### config.mk
export PLATFORM = sky130hd
export DESIGN_NAME = digit_display_ctrl
export DESIGN_NICKNAME = d
export VERILOG_FILES = /design/src/rtl/digit_disp_pkg.sv /design/src/rtl/bin2bcd_serial.sv /design/src/rtl/digit_display_ctrl.sv
export SDC_FILE = /design/constraint.sdc
export NUM_CORES = 1
export LEC_CHECK = 0
export CAP_MARGIN = 20
export CELL_PAD_IN_SITES_DETAIL_PLACEMENT = 1
export CELL_PAD_IN_SITES_GLOBAL_PLACEMENT = 2
export CORE_MARGIN = 2
export CORE_UTILIZATION = 38
export DETAILED_ROUTE_END_ITERATION = 16
export GPL_TIMING_DRIVEN = 0
export HOLD_SLACK_MARGIN = 0.03
export MAX_ROUTING_LAYER = met4
export PLACE_DENSITY_LB_ADDON = 0.1
export SYNTH_ARGS = -nofsm -noshare
export SYNTH_HDL_FRONTEND = slang
export SYNTH_SLANG_ARGS = --single-unit
export TNS_END_PERCENT = 30
### constraint.sdc
create_clock -name CLK -period 7.75 [get_ports CLK]
set_input_delay 1.1625 -clock CLK [delete_from_list [all_inputs] [get_ports CLK]]
set_output_delay 1.1625 -clock CLK [all_outputs]
set_load 0.02 [all_outputs]
### src/rtl/digit_disp_pkg.sv
// Shared types and constants for the digit display controller.
//   - converter / display FSM state enums
//   - score and BCD widths, digit count, saturation limit
//   - blank_mask(): leading-zero blanking mask for a six-digit BCD value
package digit_disp_pkg;

    localparam int unsigned MAX_SCORE = 999999;
    localparam int unsigned SCORE_W   = 20;
    localparam int unsigned BCD_W     = 24;
    localparam int unsigned N_DIGITS  = 6;

    typedef enum logic [1:0] {
        C_IDLE,
        C_SHIFT,
        C_DONE
    } conv_state_e;

    typedef enum logic {
        D_SCORE,
        D_MSG
    } disp_state_e;

    // Digit i is lit iff some digit at or left of i is nonzero; the units digit is always lit
    // so that a zero score still shows "0".
    function automatic logic [N_DIGITS-1:0] blank_mask(input logic [BCD_W-1:0] bcd);
        logic [N_DIGITS-1:0] mask;
        logic                seen;
        mask = '0;
        seen = 1'b0;
        for (int i = N_DIGITS - 1; i >= 0; i--) begin
            seen    = seen | (bcd[4*i +: 4] != 4'd0);
            mask[i] = seen;
        end
        mask[0] = 1'b1;
        return mask;
    endfunction

endpackage

### src/rtl/bin2bcd_serial.sv
// Serial binary-to-BCD converter (shift-add-3, one bit per cycle).
// Ports:
//   CLK, ASYNC_RST  clock, asynchronous active-high reset
//   start           one-cycle strobe sampling bin
//   bin[19:0]       binary input, saturated to 999999 on load
//   busy            registered, high from the cycle after load until the result is presented
//   done            one-cycle pulse while bcd holds a finished result
//   bcd[23:0]       six BCD digits, valid while done is high
// A start arriving while a conversion is in flight is parked (last one wins) and launched
// from idle on the cycle after the current result is presented.
module bin2bcd_serial
    import digit_disp_pkg::*;
(
    input  logic               CLK,
    input  logic               ASYNC_RST,
    input  logic               start,
    input  logic [SCORE_W-1:0] bin,
    output logic               busy,
    output logic               done,
    output logic [BCD_W-1:0]   bcd
);

    localparam logic [SCORE_W-1:0] MAX_BIN = SCORE_W'(MAX_SCORE);

    conv_state_e        state_q, state_d;
    logic [SCORE_W-1:0] bin_q, bin_d;
    logic [BCD_W-1:0]   bcd_q, bcd_d;
    logic [4:0]         cnt_q, cnt_d;
    logic               pend_q, pend_d;
    logic [SCORE_W-1:0] pend_val_q, pend_val_d;
    logic               busy_q, busy_d;
    logic [BCD_W-1:0]   adj;
    logic [SCORE_W-1:0] load_val;

    // Add 3 to every digit >= 5 so the following doubling carries correctly into the next digit.
    always_comb begin
        adj = bcd_q;
        for (int i = 0; i < N_DIGITS; i++) begin
            if (bcd_q[4*i +: 4] >= 4'd5) begin
                adj[4*i +: 4] = bcd_q[4*i +: 4] + 4'd3;
            end
        end
    end

    // A fresh strobe in idle beats an older parked value.
    assign load_val = start ? bin : pend_val_q;

    always_comb begin
        state_d    = state_q;
        bin_d      = bin_q;
        bcd_d      = bcd_q;
        cnt_d      = cnt_q;
        pend_d     = pend_q;
        pend_val_d = pend_val_q;

        case (state_q)
            C_IDLE: begin
                if (start || pend_q) begin
                    bin_d   = (load_val > MAX_BIN) ? MAX_BIN : load_val;
                    bcd_d   = '0;
                    cnt_d   = '0;
                    pend_d  = 1'b0;
                    state_d = C_SHIFT;
                end
            end
            C_SHIFT: begin
                {bcd_d, bin_d} = {adj, bin_q} << 1;
                cnt_d          = cnt_q + 5'd1;
                if (cnt_q == 5'(SCORE_W - 1)) begin
                    state_d = C_DONE;
                end
            end
            C_DONE: begin
                state_d = C_IDLE;
            end
            default: begin
                state_d = C_IDLE;
            end
        endcase

        if (start && (state_q != C_IDLE)) begin
            pend_d     = 1'b1;
            pend_val_d = bin;
        end

        busy_d = (state_d != C_IDLE);
    end

    always_ff @(posedge CLK or posedge ASYNC_RST) begin
        if (ASYNC_RST) begin
            state_q    <= C_IDLE;
            bin_q      <= '0;
            bcd_q      <= '0;
            cnt_q      <= '0;
            pend_q     <= 1'b0;
            pend_val_q <= '0;
            busy_q     <= 1'b0;
        end else begin
            state_q    <= state_d;
            bin_q      <= bin_d;
            bcd_q      <= bcd_d;
            cnt_q      <= cnt_d;
            pend_q     <= pend_d;
            pend_val_q <= pend_val_d;
            busy_q     <= busy_d;
        end
    end

    assign busy = busy_q;
    assign done = (state_q == C_DONE);
    assign bcd  = bcd_q;

endmodule

### src/rtl/digit_display_ctrl.sv
// Source controller for the six-digit seven-segment scanner.
// Arbitrates the display between a BCD-converted score (with leading-zero blanking) and a
// timed status message, and drives blink gating and the polarity line.
// Ports:
//   CLK, ASYNC_RST          clock, asynchronous active-high reset
//   SCORE, SCORE_VALID      binary score and its one-cycle load strobe
//   MSG_REQ                 level request to show MSG_DIG under MSG_MASK
//   MSG_DIG, MSG_MASK       message nibbles (nibble 0 rightmost) and per-digit enables
//   MSG_ACK                 one-cycle pulse when the message is latched
//   BLINK_EN                level; blink the whole display
//   DIG, SEG_OEN, OEN       nibbles, per-digit enables and global enable to the scanner
//   DIS_STATE               polarity line to the scanner
//   CONV_BUSY               high while a BCD conversion is running
module digit_display_ctrl
    import digit_disp_pkg::*;
#(
    parameter int unsigned TICK_DIV     = 50000,
    parameter int unsigned MSG_HOLD     = 2000,
    parameter int unsigned BLINK_TICKS  = 250,
    parameter logic        DIS_POLARITY = 1'b0
) (
    input  logic                CLK,
    input  logic                ASYNC_RST,
    input  logic [SCORE_W-1:0]  SCORE,
    input  logic                SCORE_VALID,
    input  logic                MSG_REQ,
    input  logic [BCD_W-1:0]    MSG_DIG,
    input  logic [N_DIGITS-1:0] MSG_MASK,
    output logic                MSG_ACK,
    input  logic                BLINK_EN,
    output logic [BCD_W-1:0]    DIG,
    output logic [N_DIGITS-1:0] SEG_OEN,
    output logic                OEN,
    output logic                DIS_STATE,
    output logic                CONV_BUSY
);

    localparam int unsigned TICK_W  = (TICK_DIV > 1) ? $clog2(TICK_DIV) : 1;
    localparam int unsigned HOLD_W  = (MSG_HOLD > 1) ? $clog2(MSG_HOLD) : 1;
    localparam int unsigned BLINK_W = (BLINK_TICKS > 1) ? $clog2(BLINK_TICKS) : 1;

    logic [TICK_W-1:0]   tick_cnt_q, tick_cnt_d;
    logic                tick;
    disp_state_e         disp_q, disp_d;
    logic [HOLD_W-1:0]   hold_q, hold_d;
    logic [BCD_W-1:0]    msg_dig_q, msg_dig_d;
    logic [N_DIGITS-1:0] msg_mask_q, msg_mask_d;
    logic                ack_q, ack_d;
    logic [BCD_W-1:0]    score_q, score_d;
    logic [BLINK_W-1:0]  blink_q, blink_d;
    logic                oen_q, oen_d;
    logic [BCD_W-1:0]    dig_q, dig_d;
    logic [N_DIGITS-1:0] seg_q, seg_d;
    logic                dis_q;
    logic                conv_busy;
    logic                conv_done;
    logic [BCD_W-1:0]    conv_bcd;

    bin2bcd_serial u_bin2bcd (
        .CLK       (CLK),
        .ASYNC_RST (ASYNC_RST),
        .start     (SCORE_VALID),
        .bin       (SCORE),
        .busy      (conv_busy),
        .done      (conv_done),
        .bcd       (conv_bcd)
    );

    // Free-running tick prescaler.
    assign tick       = (tick_cnt_q == TICK_W'(TICK_DIV - 1));
    assign tick_cnt_d = tick ? '0 : tick_cnt_q + 1'b1;

    // Score register takes commits regardless of what is currently on screen.
    assign score_d = conv_done ? conv_bcd : score_q;

    // Display FSM. MSG_REQ is only looked at in D_SCORE, so a request held across the return
    // shows the score for one cycle before it is acked again.
    always_comb begin
        disp_d     = disp_q;
        hold_d     = hold_q;
        msg_dig_d  = msg_dig_q;
        msg_mask_d = msg_mask_q;
        ack_d      = 1'b0;

        case (disp_q)
            D_SCORE: begin
                if (MSG_REQ) begin
                    msg_dig_d  = MSG_DIG;
                    msg_mask_d = MSG_MASK;
                    hold_d     = '0;
                    ack_d      = 1'b1;
                    disp_d     = D_MSG;
                end
            end
            D_MSG: begin
                if (tick) begin
                    if (hold_q == HOLD_W'(MSG_HOLD - 1)) begin
                        hold_d = '0;
                        disp_d = D_SCORE;
                    end else begin
                        hold_d = hold_q + 1'b1;
                    end
                end
            end
            default: begin
                disp_d = D_SCORE;
            end
        endcase
    end

    // Output image is built from next-state values so DIG/SEG_OEN move together with the
    // state change instead of one cycle behind it.
    always_comb begin
        if (disp_d == D_MSG) begin
            dig_d = msg_dig_d;
            seg_d = msg_mask_d;
        end else begin
            dig_d = score_d;
            seg_d = blank_mask(score_d);
        end
    end

    // Blink: OEN starts high and toggles every BLINK_TICKS ticks while enabled.
    always_comb begin
        oen_d   = oen_q;
        blink_d = blink_q;
        if (!BLINK_EN) begin
            oen_d   = 1'b1;
            blink_d = '0;
        end else if (tick) begin
            if (blink_q == BLINK_W'(BLINK_TICKS - 1)) begin
                blink_d = '0;
                oen_d   = ~oen_q;
            end else begin
                blink_d = blink_q + 1'b1;
            end
        end
    end

    always_ff @(posedge CLK or posedge ASYNC_RST) begin
        if (ASYNC_RST) begin
            tick_cnt_q <= '0;
            disp_q     <= D_SCORE;
            hold_q     <= '0;
            msg_dig_q  <= '0;
            msg_mask_q <= '0;
            ack_q      <= 1'b0;
            score_q    <= '0;
            blink_q    <= '0;
            oen_q      <= 1'b1;
            dig_q      <= '0;
            seg_q      <= N_DIGITS'(1);
            dis_q      <= DIS_POLARITY;
        end else begin
            tick_cnt_q <= tick_cnt_d;
            disp_q     <= disp_d;
            hold_q     <= hold_d;
            msg_dig_q  <= msg_dig_d;
            msg_mask_q <= msg_mask_d;
            ack_q      <= ack_d;
            score_q    <= score_d;
            blink_q    <= blink_d;
            oen_q      <= oen_d;
            dig_q      <= dig_d;
            seg_q      <= seg_d;
            dis_q      <= DIS_POLARITY;
        end
    end

    assign DIG       = dig_q;
    assign SEG_OEN   = seg_q;
    assign OEN       = oen_q;
    assign DIS_STATE = dis_q;
    assign MSG_ACK   = ack_q;
    assign CONV_BUSY = conv_busy;

endmodule
==> results.cfg, run 1 <==
[global_route]
antenna_found_initial = 0
grt_usage_pct = 19.17
grt_pass1_vias = 6843
grt_first_pass_wirelength_um = 35210
grt_max_degree = 99
grt_overflow = 0

[route]
vias_per_cell = 5.350
drt.antenna.violating_nets = 0
vias = 6131
drt_pre_antenna_iters = 4
avgRoutedWirePerCell_um = 18.48
first_iter_violations = 221
routed_wl_um = 21180
drc = 0

[yosys]
synth_seq_cells = 195
ys.flop_type = dfrtp_1
syn_inst = 743
syn_area_per_cell_sq_um = 11.76
ys_warn_count = 0
ys_types = 59
yosysMostFrequentCell = dfrtp_1
synth-seq-area-share_pct = 55.88
synth_top_area_cell = dfrtp_1
synth_edf_count = 0
syn-num-nets = 815
synth.area.top_cells = dfrtp_1 55%, mux2_2 11%, o21ai_0 3.1%
synth_common_cells = 193 x dfrtp_1, 85 x mux2_2, 65 x nand2_1, 54 x o21ai_0, 26 x mux2i_1
yosysTopAreaCellShare_pct = 55.28
syn_area_sq_um = 8737
async_flop_share_pct = 100.0

[floorplan]
fp-row-count = 55
start_util_pct = 38.71
io_pins = 89
die_area_sq_um = 24220
core_area_sq_um = 22570
die_h_um = 155.6
die_width_um = 155.6

[pwr]
leakage_nw = 4.572
finalPower_mw = 2.519
peakVddDrop_mv = 0.1474
powerDensity_nw_per_um2 = 238.4

[clocking]
cts-root-buf = clkbuf_16
cts_hold_buf = 0
post_cts_resized = 0
htree_num_levels = 4
numCtsBuffers = 17
cts.clk_slew.worst_paths_ns = 0.08
clockBufferDepth = 2
clock_sinks = 195
cts_setup_buffers = 0
cts_tree = built
clk_latency_ns = 0.44

[sta]
skew_ns = 0.01459
tightest_slew_ns = 0.7439
rsz0062_at_grt = false
slew_headroom_pct = 50.41
maxSlewViolCount = 0
fin_crit_sh_pct = 35.80
setup_viol = 0
period_minus_slack_ns = 2.775
fmax_mhz = 360.4
finalWorstSetupSlack_ns = 4.975
finalHoldViolations = 0

[critical_path]
cp_num_buf_inv = 3
crit_chain = clkdlybuf4s50_1, nor2b_1, clkbuf_1, buf_2, mux2_2, mux2_2
cp_max_fo = 10
start_kind = input port
crit_type = in -> reg
cp_slowest_stage_delay_ns = 0.50
crit_top_cell = mux2_2
critPathSlowestCell = clkdlybuf4s50_1
end_kind = register
arrival_ns = 3.11
crit_required_ns = 8.09
crit_family = buffers and inverters

[status]
status = finished clean

[final_layout]
final_area_sq_um = 10570
drive_gt1_share_pct = 16.61
fin_util_pct = 46.81
instances_no_fill = 1146
area_delta_synth_final_pct = 20.94
layout.nets = 920
diodes = 0

[placement]
dp_cells = 1114
post-place-ws_ns = 4.509
dp_hpwl_um = 14890
gp_congestion = 0.8091
placed_cell_area_sq_um = 9980
io_buffers = 85

[run]
max-cap-violations = 0

[min_path]
hold_path_class = reg -> reg
==> cells by family after synthesis <==
kind of cell,Yosys count,share of synthesized area (%)
compound gates,142,10.41
mux,114,14.32
buf+inv,59,2.921
fa+ha+maj,17,2.434
other cells,1,0.04292
simple gates,186,11.08
xor+xnor,29,2.907
flops,195,55.88
==> routing by layer <==
metal	GRT usage, %	routed length (um)	vias up	part of all wire [%]
li1	-	-	2874	-
met1	24.20	9774	3154	46
met2	31.82	10670	86	50
met3	3.639	538	17	2.5
met5	-	0	-	0
met4	5.155	200	0	0.94
==> final timing paths <==
kind / from / end / slack (ns) / depth (start not counted)
max: MSG_REQ / DIG[21] / 4.98 / 6
min: u_bin2bcd.bin_q[18] / u_bin2bcd.bin_q[18] / 0.49 / 2
max reg2reg: tick_cnt_q[0] / DIG[18] / 5.52 / 7
min reg2reg: u_bin2bcd.bin_q[18] / u_bin2bcd.bin_q[18] / 0.49 / 2
max in group asynchronous: ASYNC_RST / SEG_OEN[0] / 5.63 / 3
min in group asynchronous: ASYNC_RST / u_bin2bcd.pend_val_q[16] / 1.21 / 2
==> cells in the final DEF (no fill, tap or decap), drive strengths merged, types with 12 or more instances in the layout <==
master,count
clkbuf,33
nand2,65
nand3,15
o21ai,54
o22ai,12
mux2,88
dfrtp,193
a21oi,25
mux2i,26
nor2,22
clkdlybuf4s50,85
nor4,14
inv,33
ha,17
buf,19
xor2,14
xnor2,15
==> power breakdown <==
| group | total (mW) | internal, mW | switching (mW) |
|---|---|---|---|
| clock network | 0.889 | 0.459 | 0.430 |
| registers | 1.22 | 1.15 | 0.0759 |
| logic | 0.406 | 0.194 | 0.212 |
==> layout make-up <==
class                      instances  area (sq um)
buffer                            34         161.4
clock buffer                      17         425.4
clock inverter                    15         161.4
fill                            2362         12010
inverter                          25         101.3
multi-input combinational        489          3600
sequential                       195          4882
tap                              285         356.6
timing repair buffer              86         878.3
==> state kept, by name (all words and copies together), names as in the netlist <==
signal and cells:
u_bin2bcd.state_q 2, u_bin2bcd.bcd 24, disp_q 1, hold_q 11, u_bin2bcd.pend_val_q 20, score_q 24
blink_q 8, tick_cnt_q 16, u_bin2bcd.bin_q 20, u_bin2bcd.cnt_q 5, SEG_OEN 6, u_bin2bcd.pend_q 1
OEN 1, DIG 24, msg_mask_q 6, MSG_ACK 1, u_bin2bcd.busy 1, msg_dig_q 24
==> worst min-delay path: cells and delay by family (launching register included) <==
family	cells	cell delay, ns
flip-flops	1	0.35
AO/OA/AOI/OAI	1	0.06
AND/OR/NAND/NOR	1	0.05
==> stage by stage <==
stage               hold slack, ns  setup TNS (ns)
floorplan                   0.4447               0
global placement            0.4625         -237.55
detailed placement          0.4795               0
CTS                         0.4966               0
global route                0.5128               0
finish                      0.4893               0
(Power assumes the default switching activity.)
==> run 2: changes to the inputs <==
==> constraint.sdc (replaced) <==
create_clock -name CLK -period 2.67 [get_ports CLK]
set_input_delay 0.4005 -clock CLK [delete_from_list [all_inputs] [get_ports CLK]]
set_output_delay 0.4005 -clock CLK [all_outputs]
set_load 0.02 [all_outputs]
==> results.cfg, run 2 (synthesis gave the netlist of run 1 again) <==
[final_layout]
final_cell_mix = 193 x dfrtp_1, 85 x mux2_2, 85 x clkdlybuf4s50_1, 65 x nand2_1, 54 x o21ai_0
diodes = 0
area_delta_synth_final_pct = 21.59
fin_util_pct = 47.07
drive_gt1_share_pct = 16.90
layout.nets = 923
fill_cells = 2359
final_common_cell = dfrtp_1

[clocking]
cts.clk_slew.worst_paths_ns = 0.08
cts_setup_buffers = 0
post_cts_resized = 0
clock_sinks = 195
cts_hold_buf = 0
htree_num_levels = 4
clockBufferDepth = 2
cts-root-buf = clkbuf_16
cts_tree = built
numCtsBuffers = 17
clk_latency_ns = 0.44

[sta]
slew_headroom_pct = 39.04
fin_crit_sh_pct = 84.72
setup_viol = 0
period_minus_slack_ns = 2.262
tightest_slew_ns = 0.9125
whs_ns = 0.3271
fmax_mhz = 442.1
rsz0062_at_grt = false
maxSlewViolCount = 0
skew_ns = 0.01291
finalHoldViolations = 0
finalWorstSetupSlack_ns = 0.4079

[pwr]
peakVddDrop_mv = 0.3594
powerDensity_nw_per_um2 = 688.3
finalPower_mw = 7.312
leakage_nw = 4.593

[placement]
dp_hpwl_um = 15360
gp_congestion = 0.8293
post-place-ws_ns = 0.2063
io_buffers = 85

[critical_path]
arrival_ns = 2.59
critPathSlowestCell = nand4_1
cp_slowest_stage_delay_ns = 0.43
end_kind = register
crit_type = reg -> reg
cp_num_buf_inv = 1
crit_chain = nor4bb_1, nand4_1, buf_2, a211oi_1, xnor2_1, nor2_1
crit_family = simple AND/OR/NAND/NOR gates
start_kind = register
crit_required_ns = 3.00
cp_max_fo = 10
rrSetupSlack_ns = 0.41

[floorplan]
io_pins = 89
fp-row-count = 55
die_area_sq_um = 24220
die_h_um = 155.6
die_width_um = 155.6
core_area_sq_um = 22570
start_util_pct = 38.71

[route]
avgRoutedWirePerCell_um = 18.61
drt.antenna.violating_nets = 0
vias_per_cell = 5.324
routed_wl_um = 21380
first_iter_violations = 181
vias = 6117
drt_pre_antenna_iters = 4
drc = 0

[global_route]
antenna_found_initial = 0
grt_overflow = 0
grt_first_pass_wirelength_um = 35900
grt_usage_pct = 19.33
grt_max_degree = 44
grt_pass1_vias = 6879

[run]
max-cap-violations = 0

[status]
status = finished clean

[min_path]
hold_path_class = in -> reg
## run 2: cell types whose count changed in the layout (fill, tap and decap cells not counted), sizes merged
| cell | before | now |
|---|---|---|
| inv | 33 | 29 |
| buf | 19 | 22 |
| clkbuf | 33 | 35 |
| clkinv | 5 | 6 |
| clkinvlp | 1 | 2 |
## run 2: worst paths after layout
check	from	to	depth (start not counted)
worst max-delay path	tick_cnt_q[13]	blink_q[5]	6
worst min-delay path	BLINK_EN	OEN	2
worst max register to register	tick_cnt_q[13]	blink_q[5]	6
worst min register to register	msg_dig_q[12]	msg_dig_q[12]	1
max in group asynchronous	ASYNC_RST	SEG_OEN[0]	4
min in group asynchronous	ASYNC_RST	u_bin2bcd.pend_val_q[16]	2
## run 2: power by group
group          switching [mW]  total [mW]  internal [mW]  leakage [nW]
combinational           0.613        1.19          0.572          1.86
clock                    1.21        2.58           1.37         0.292
sequential              0.212        3.54           3.33          2.44
## run 2: routing by layer
layer	routed length, um	GRT usage [%]	share of wire [%]
met5	0	-	0
met4	172	4.194	0.80
met1	9726	24.12	45
met3	575	3.500	2.7
met2	10910	33.06	51
## run 2: stage by stage
stage / area (sq um) / setup TNS [ns] / instances
3_3_place_gp: 9948 / -345.50 / 1113
2_1_floorplan: 8741 / -47.72 / 743
5_1_grt: 10620 / 0 / 1149
3_5_place_dp: 10030 / 0 / 1117
6_report: 10620 / 0 / 1149
4_1_cts: 10620 / 0 / 1149
## run 2: final cells by class
type | count | area [sq um] | share of cell area [%]
Clock inverter | 13 | 142.6 | 1.343
Timing Repair Buffer | 89 | 930.9 | 8.762
Clock buffer | 19 | 452.9 | 4.263
Buffer | 34 | 161.4 | 1.519
Multi-Input combinational cell | 489 | 3600 | 33.88
Tap cell | 285 | 356.6 | 3.357
Sequential cell | 195 | 4882 | 45.95
Inverter | 25 | 97.59 | 0.9186
